File: src/rtl/midori_mc_serial.sv
// Column-serial Midori MixColumns engine for share-wise threshold datapaths.
// Each share is transformed independently; bypass keeps the same constant latency.
module midori_mc_serial #(
  parameter int unsigned CELL_W         = 4,
  parameter int unsigned SHARES         = 3,
  parameter int unsigned COLS_PER_CYCLE = 1
) (
  input  logic                       clk,
  input  logic                       rst,
  input  logic                       in_valid,
  output logic                       in_ready,
  input  logic                       mc_en,
  input  logic [SHARES*16*CELL_W-1:0] in_data,
  output logic                       out_valid,
  input  logic                       out_ready,
  output logic [SHARES*16*CELL_W-1:0] out_data,
  output logic                       busy
);

  localparam int unsigned W     = 16 * CELL_W;
  localparam int unsigned COL_W = 4 * CELL_W;
  localparam int unsigned N     = 4 / COLS_PER_CYCLE;
  localparam int unsigned CNT_W = (N > 1) ? $clog2(N) : 1;

  generate
    if (!((CELL_W == 4 || CELL_W == 8) && SHARES >= 1 && SHARES <= 4 &&
          (COLS_PER_CYCLE == 1 || COLS_PER_CYCLE == 2 || COLS_PER_CYCLE == 4)))
    begin : g_bad_param
      $error("midori_mc_serial: illegal CELL_W/SHARES/COLS_PER_CYCLE");
    end
  endgenerate

  typedef enum logic [1:0] {IDLE, BUSY, DONE} state_t;

  state_t              state, state_nxt;
  logic [CNT_W-1:0]    cnt, cnt_nxt;
  logic [SHARES*W-1:0] data, data_nxt;
  logic                mode, mode_nxt;

  // out_row_i = XOR of the other three rows = (XOR of all rows) ^ row_i
  function automatic logic [COL_W-1:0] mix_col(input logic [COL_W-1:0] col);
    logic [CELL_W-1:0] total;
    logic [COL_W-1:0]  res;
    total = '0;
    for (int unsigned r = 0; r < 4; r++) total ^= col[r*CELL_W +: CELL_W];
    for (int unsigned r = 0; r < 4; r++) res[r*CELL_W +: CELL_W] = total ^ col[r*CELL_W +: CELL_W];
    return res;
  endfunction

  // Column 0 is the most significant column of each share.
  function automatic int unsigned col_lo(input int unsigned s, input int unsigned c);
    return s*W + W - COL_W*(c + 1);
  endfunction

  always_ff @(posedge clk or posedge rst) begin
    if (rst) begin
      state <= IDLE;
      cnt   <= '0;
      data  <= '0;
      mode  <= 1'b0;
    end else begin
      state <= state_nxt;
      cnt   <= cnt_nxt;
      data  <= data_nxt;
      mode  <= mode_nxt;
    end
  end

  always_comb begin
    state_nxt = state;
    cnt_nxt   = cnt;
    data_nxt  = data;
    mode_nxt  = mode;
    in_ready  = 1'b0;
    out_valid = 1'b0;
    busy      = 1'b0;
    case (state)
      IDLE: begin
        in_ready = ~rst;
        if (in_valid) begin
          data_nxt  = in_data;
          mode_nxt  = mc_en;
          cnt_nxt   = '0;
          state_nxt = BUSY;
        end
      end
      BUSY: begin
        busy = 1'b1;
        for (int unsigned s = 0; s < SHARES; s++) begin
          for (int unsigned k = 0; k < COLS_PER_CYCLE; k++) begin
            if (mode)
              data_nxt[col_lo(s, 32'(cnt)*COLS_PER_CYCLE + k) +: COL_W] =
                mix_col(data[col_lo(s, 32'(cnt)*COLS_PER_CYCLE + k) +: COL_W]);
          end
        end
        if (cnt == CNT_W'(N-1)) state_nxt = DONE;
        else                    cnt_nxt   = cnt + 1'b1;
      end
      DONE: begin
        busy      = 1'b1;
        out_valid = 1'b1;
        if (out_ready) state_nxt = IDLE;
      end
      default: state_nxt = IDLE;
    endcase
  end

  assign out_data = data;

endmodule
File: config.mk
export PLATFORM = sky130hd
export DESIGN_NAME = midori_mc_serial
export DESIGN_NICKNAME = d
export VERILOG_FILES = /design/src/rtl/midori_mc_serial.sv
export SDC_FILE = /design/constraint.sdc
export NUM_CORES = 1
export LEC_CHECK = 0
export CAP_MARGIN = 10
export CORE_MARGIN = 2
export CORE_UTILIZATION = 30
export CTS_CLUSTER_SIZE = 20
export DETAILED_ROUTE_END_ITERATION = 10
export GPL_ROUTABILITY_DRIVEN = 0
export PLACE_DENSITY = 0.56
export REMOVE_ABC_BUFFERS = 1
export SYNTH_ARGS = -nofsm -noshare
export SYNTH_HDL_FRONTEND = slang
export SYNTH_SLANG_ARGS = --single-unit
export TNS_END_PERCENT = 20
File: constraint.sdc
create_clock -name clk -period 14 [get_ports clk]
set_input_delay 2.8 -clock clk [delete_from_list [all_inputs] [get_ports clk]]
set_output_delay 2.8 -clock clk [all_outputs]
set_load 0.01 [all_outputs]
==> metrics.md <==
| Metric | Value |
|---|---|
| Vias | 16000 |
| Outcome | finished, final reports clean |
| # rows | 79 |
| Mapped Area | 14300 um2 |
| Post-synth EDFFs | 0 |
| Initial Util | 30.5% |
| Hold wc startpoint | out_data[3] |
| Post-CTS Setup Inserts | 0 |
| Synth area leader | dfrtp_1 |
| Fmax | 0.148 GHz |
| Final setup margin | 7.22 ns |
| Global-route usage over all layers | 29.9% |
| Area Growth Syn to Fin | 34.8% |
| I/O pin count | 392 |
| Die Y | 222 um |
| Via density | 6.33 |
| Clk_skew | 0.0118 ns |
| Hold Crit Endpoint | out_data[3] |
| Final layout net count | 2105 |
| CP delay by family, top | buffers and inverters |
| Worst Hold Depth | 2 |
| Hold Crit Class | register to register |
| Final ANT Viol Nets | 0 |
| Core Area | 46800 um2 |
| Largest net degree at the start of global routing | 96 |
| Syn Area/Cell | 8.96 um2 |
| Relative slew slack | 13.2% |
| Post-synthesis sequential area ratio | 34.6% |
| Synth top area cells | dfrtp_1 (35%), mux4_2 (5.5%), a21oi_1 (5.4%), o21ai_0 (4.9%), a221oi_1 (3.3%) |
| Antenna violations before repair | 10 |
| Root buffer cell | clkbuf_16 |
| H-Tree Depth | 4 |
| Pre-CTS WS | 7.22 ns |
| Top FF cell, synth | dfrtp_1 |
| Die X | 222 um |
| Post-synthesis register bit count | 197 |
| Max Buffers Root-to-Sink | 2 |
| Delay of the slowest cell on the worst path | 0.54 ns |
| Library cells used by synthesis | 75 |
| DRC errors left | 0 |
| Worst endpoint required time | 11.20 ns |
| Clk_lat worst skew | 0.48 ns |
| Post-synth top area share | 34.6% |
| Post-route setup TNS | 0 ns |
| Async SR Flop Fraction | 100% |
| DRT iter0 DRCs | 2198 |
| R2R setup slack | 9.00 ns |
| RSZ-0062 raised after global routing | no |
| Final Hold Viols | 0 |
| Die ar. | 49300 um2 |
| Share of cells above drive strength 1 | 8.65% |
| CP Class | input pin to output port |
| Slew Viols, Final | 0 |
| Post-DP HPWL | 53900 um |
| Worst Path Buf+Inv | 2 |
| FF-to-FF Start | cnt[0] |
| Final Critical Period | 6.78 ns |
| Routed length per instance | 29.9 um |
| Post-cts resize count | 0 |
| First-pass GRT wire length | 109000 um |
| Total CTS buffers | 17 |
| Remaining Overflow, GRT | 0 |
| CTS clk-pin slew, worst paths | 0.07 ns |
| Slew @ Worst Pin | 1.29 ns |
| CP cell instances | clkdlybuf4s50_1, nor2_1, clkdlybuf4s50_1 |
| Maxcap violations | 0 |
| Most used cell, CP | clkdlybuf4s50_1 |
| Num Clock Sinks | 197 |
| RR Endpoint | out_data[16] |
| DRT Pass-1 Iters | 8 |
| CTS Hold Buffers Added | 0 |
| Worst EP arrival | 3.98 ns |
| Vias in the first global route | 15900 |
| Critical Path Source Type | input pin |
| Final period util | 48.4% |
| TritonCTS clock tree | yes |
| CP endpoint kind | output port |
| Port bufs | 391 |
| Mapped Cells | 1590 |
| R2r worst-path depth | 9 |
| Final setup vio count | 0 |
| Total number of yosys warnings | 0 |
| CP max-delay cell | clkdlybuf4s50_1 |
| Crit path max fanout | 2 |
| WL final | 75300 um |
==> placed cells by master, fill, tap and decap left out, drive strengths merged, types with 9 or more instances in the layout <==
cell	synthesis	layout
o21ai	147	147
dfrtp	197	197
o22ai	24	24
nand2	123	123
nor2	115	115
a32oi	10	10
and3	31	31
nand3	22	22
o211ai	22	22
a21oi	154	154
a221o	25	25
a22o	34	34
clkbuf	111	26
nor3	52	52
mux4	35	35
a211oi	10	10
mux2i	34	34
xnor2	63	63
nor4	24	24
o2bb2ai	9	9
nor2b	16	16
or3	43	43
ha	12	12
clkdlybuf4s50	0	391
buf	32	39
o221ai	14	14
a222oi	22	22
a22oi	37	37
inv	19	19
a221oi	53	53
xor2	26	26
==> area by class of cell <==
| class | count | area (um2) |
|---|---|---|
| Fill cell | 4661 | 27500 |
| Multi-Input combinational cell | 1231 | 8680 |
| Sequential cell | 197 | 4930 |
| Timing Repair Buffer | 430 | 4210 |
| Tap cell | 607 | 759 |
| Clock buffer | 26 | 489 |
| Inverter | 19 | 83.8 |
| Clock inverter | 4 | 48.8 |
| Antenna cell | 5 | 12.5 |
==> metrics by stage <==
step	cells	cell area (um2)	hold WS [ns]	util, %
floorplan	1447	13600	0.519	-
global placement	2484	18700	0.487	39.9
detailed placement	2484	18700	0.504	39.9
CTS	2514	19200	0.523	41.1
global route	2519	19200	0.543	41.1
finish	2519	19200	0.515	41.1
==> per-layer routing <==
| metal | vias to the layer above | share of wire [%] | global-route usage (%) |
|---|---|---|---|
| met1 | 7998 | 40 | 39.6 |
| met3 | 145 | 9.6 | 6.47 |
| met4 | 10 | 3.3 | 11.2 |
| met2 | 1084 | 47 | 47.7 |
| li1 | 6716 | - | - |
| met5 | - | 0.098 | 0 |
==> synthesized netlist by cell type, types with 25 or more instances <==
master / instances
a22o_1: 34
mux4_2: 35
a221o_1: 25
xnor2_1: 52
and3_1: 31
nor3_1: 51
a221oi_1: 53
a22oi_1: 37
clkbuf_1: 111
a21oi_1: 153
nand2_1: 123
dfrtp_1: 197
or3_1: 43
mux2i_1: 34
o21ai_0: 139
nor2_1: 114
==> logic make-up (layout without fill, tap and decap cells) <==
| group | after synthesis | after routing | synth area share [%] |
|---|---|---|---|
| XOR/XNOR | 90 | 90 | 6.63 |
| adder cells (fa/ha/maj) | 12 | 12 | 1.05 |
| flip-flops | 197 | 197 | 34.6 |
| AO/OA/AOI/OAI | 606 | 606 | 29.0 |
| other | 1 | 6 | 0.0263 |
| multiplexers | 71 | 71 | 8.08 |
| buffers and inverters | 162 | 479 | 5.34 |
| AND/OR/NAND/NOR | 451 | 451 | 15.3 |
==> worst max-delay path by stage <==
stage / startpoint / to / slack (ns) / depth (start not counted)
after detailed placement: rst / in_ready / 7.22 / 3
after CTS: rst / in_ready / 7.21 / 3
after global routing: rst / in_ready / 7.15 / 3
after global placement: rst / in_ready / 7.17 / 3
after floorplan: in_valid / out_data[174] / 3.90 / 4
final: rst / in_ready / 7.22 / 3
==> registers in the layout, indices dropped and copies added (netlist names) <==
signal    count
state         2
mode          1
out_data    192
cnt           2
==> worst reg2reg max path: stages (launching register included) <==
cell,delay (ns)
dfrtp_2,0.82
inv_2,0.30
ha_4,0.68
buf_4,0.62
mux4_2,0.69
xnor2_2,0.21
xnor2_2,0.88
mux2i_1,0.18
nor3_1,0.38
a221o_1,0.16
Power is not shown: default switching activity piles up to over one toggle a cycle in this logic, so the estimate is an artifact.
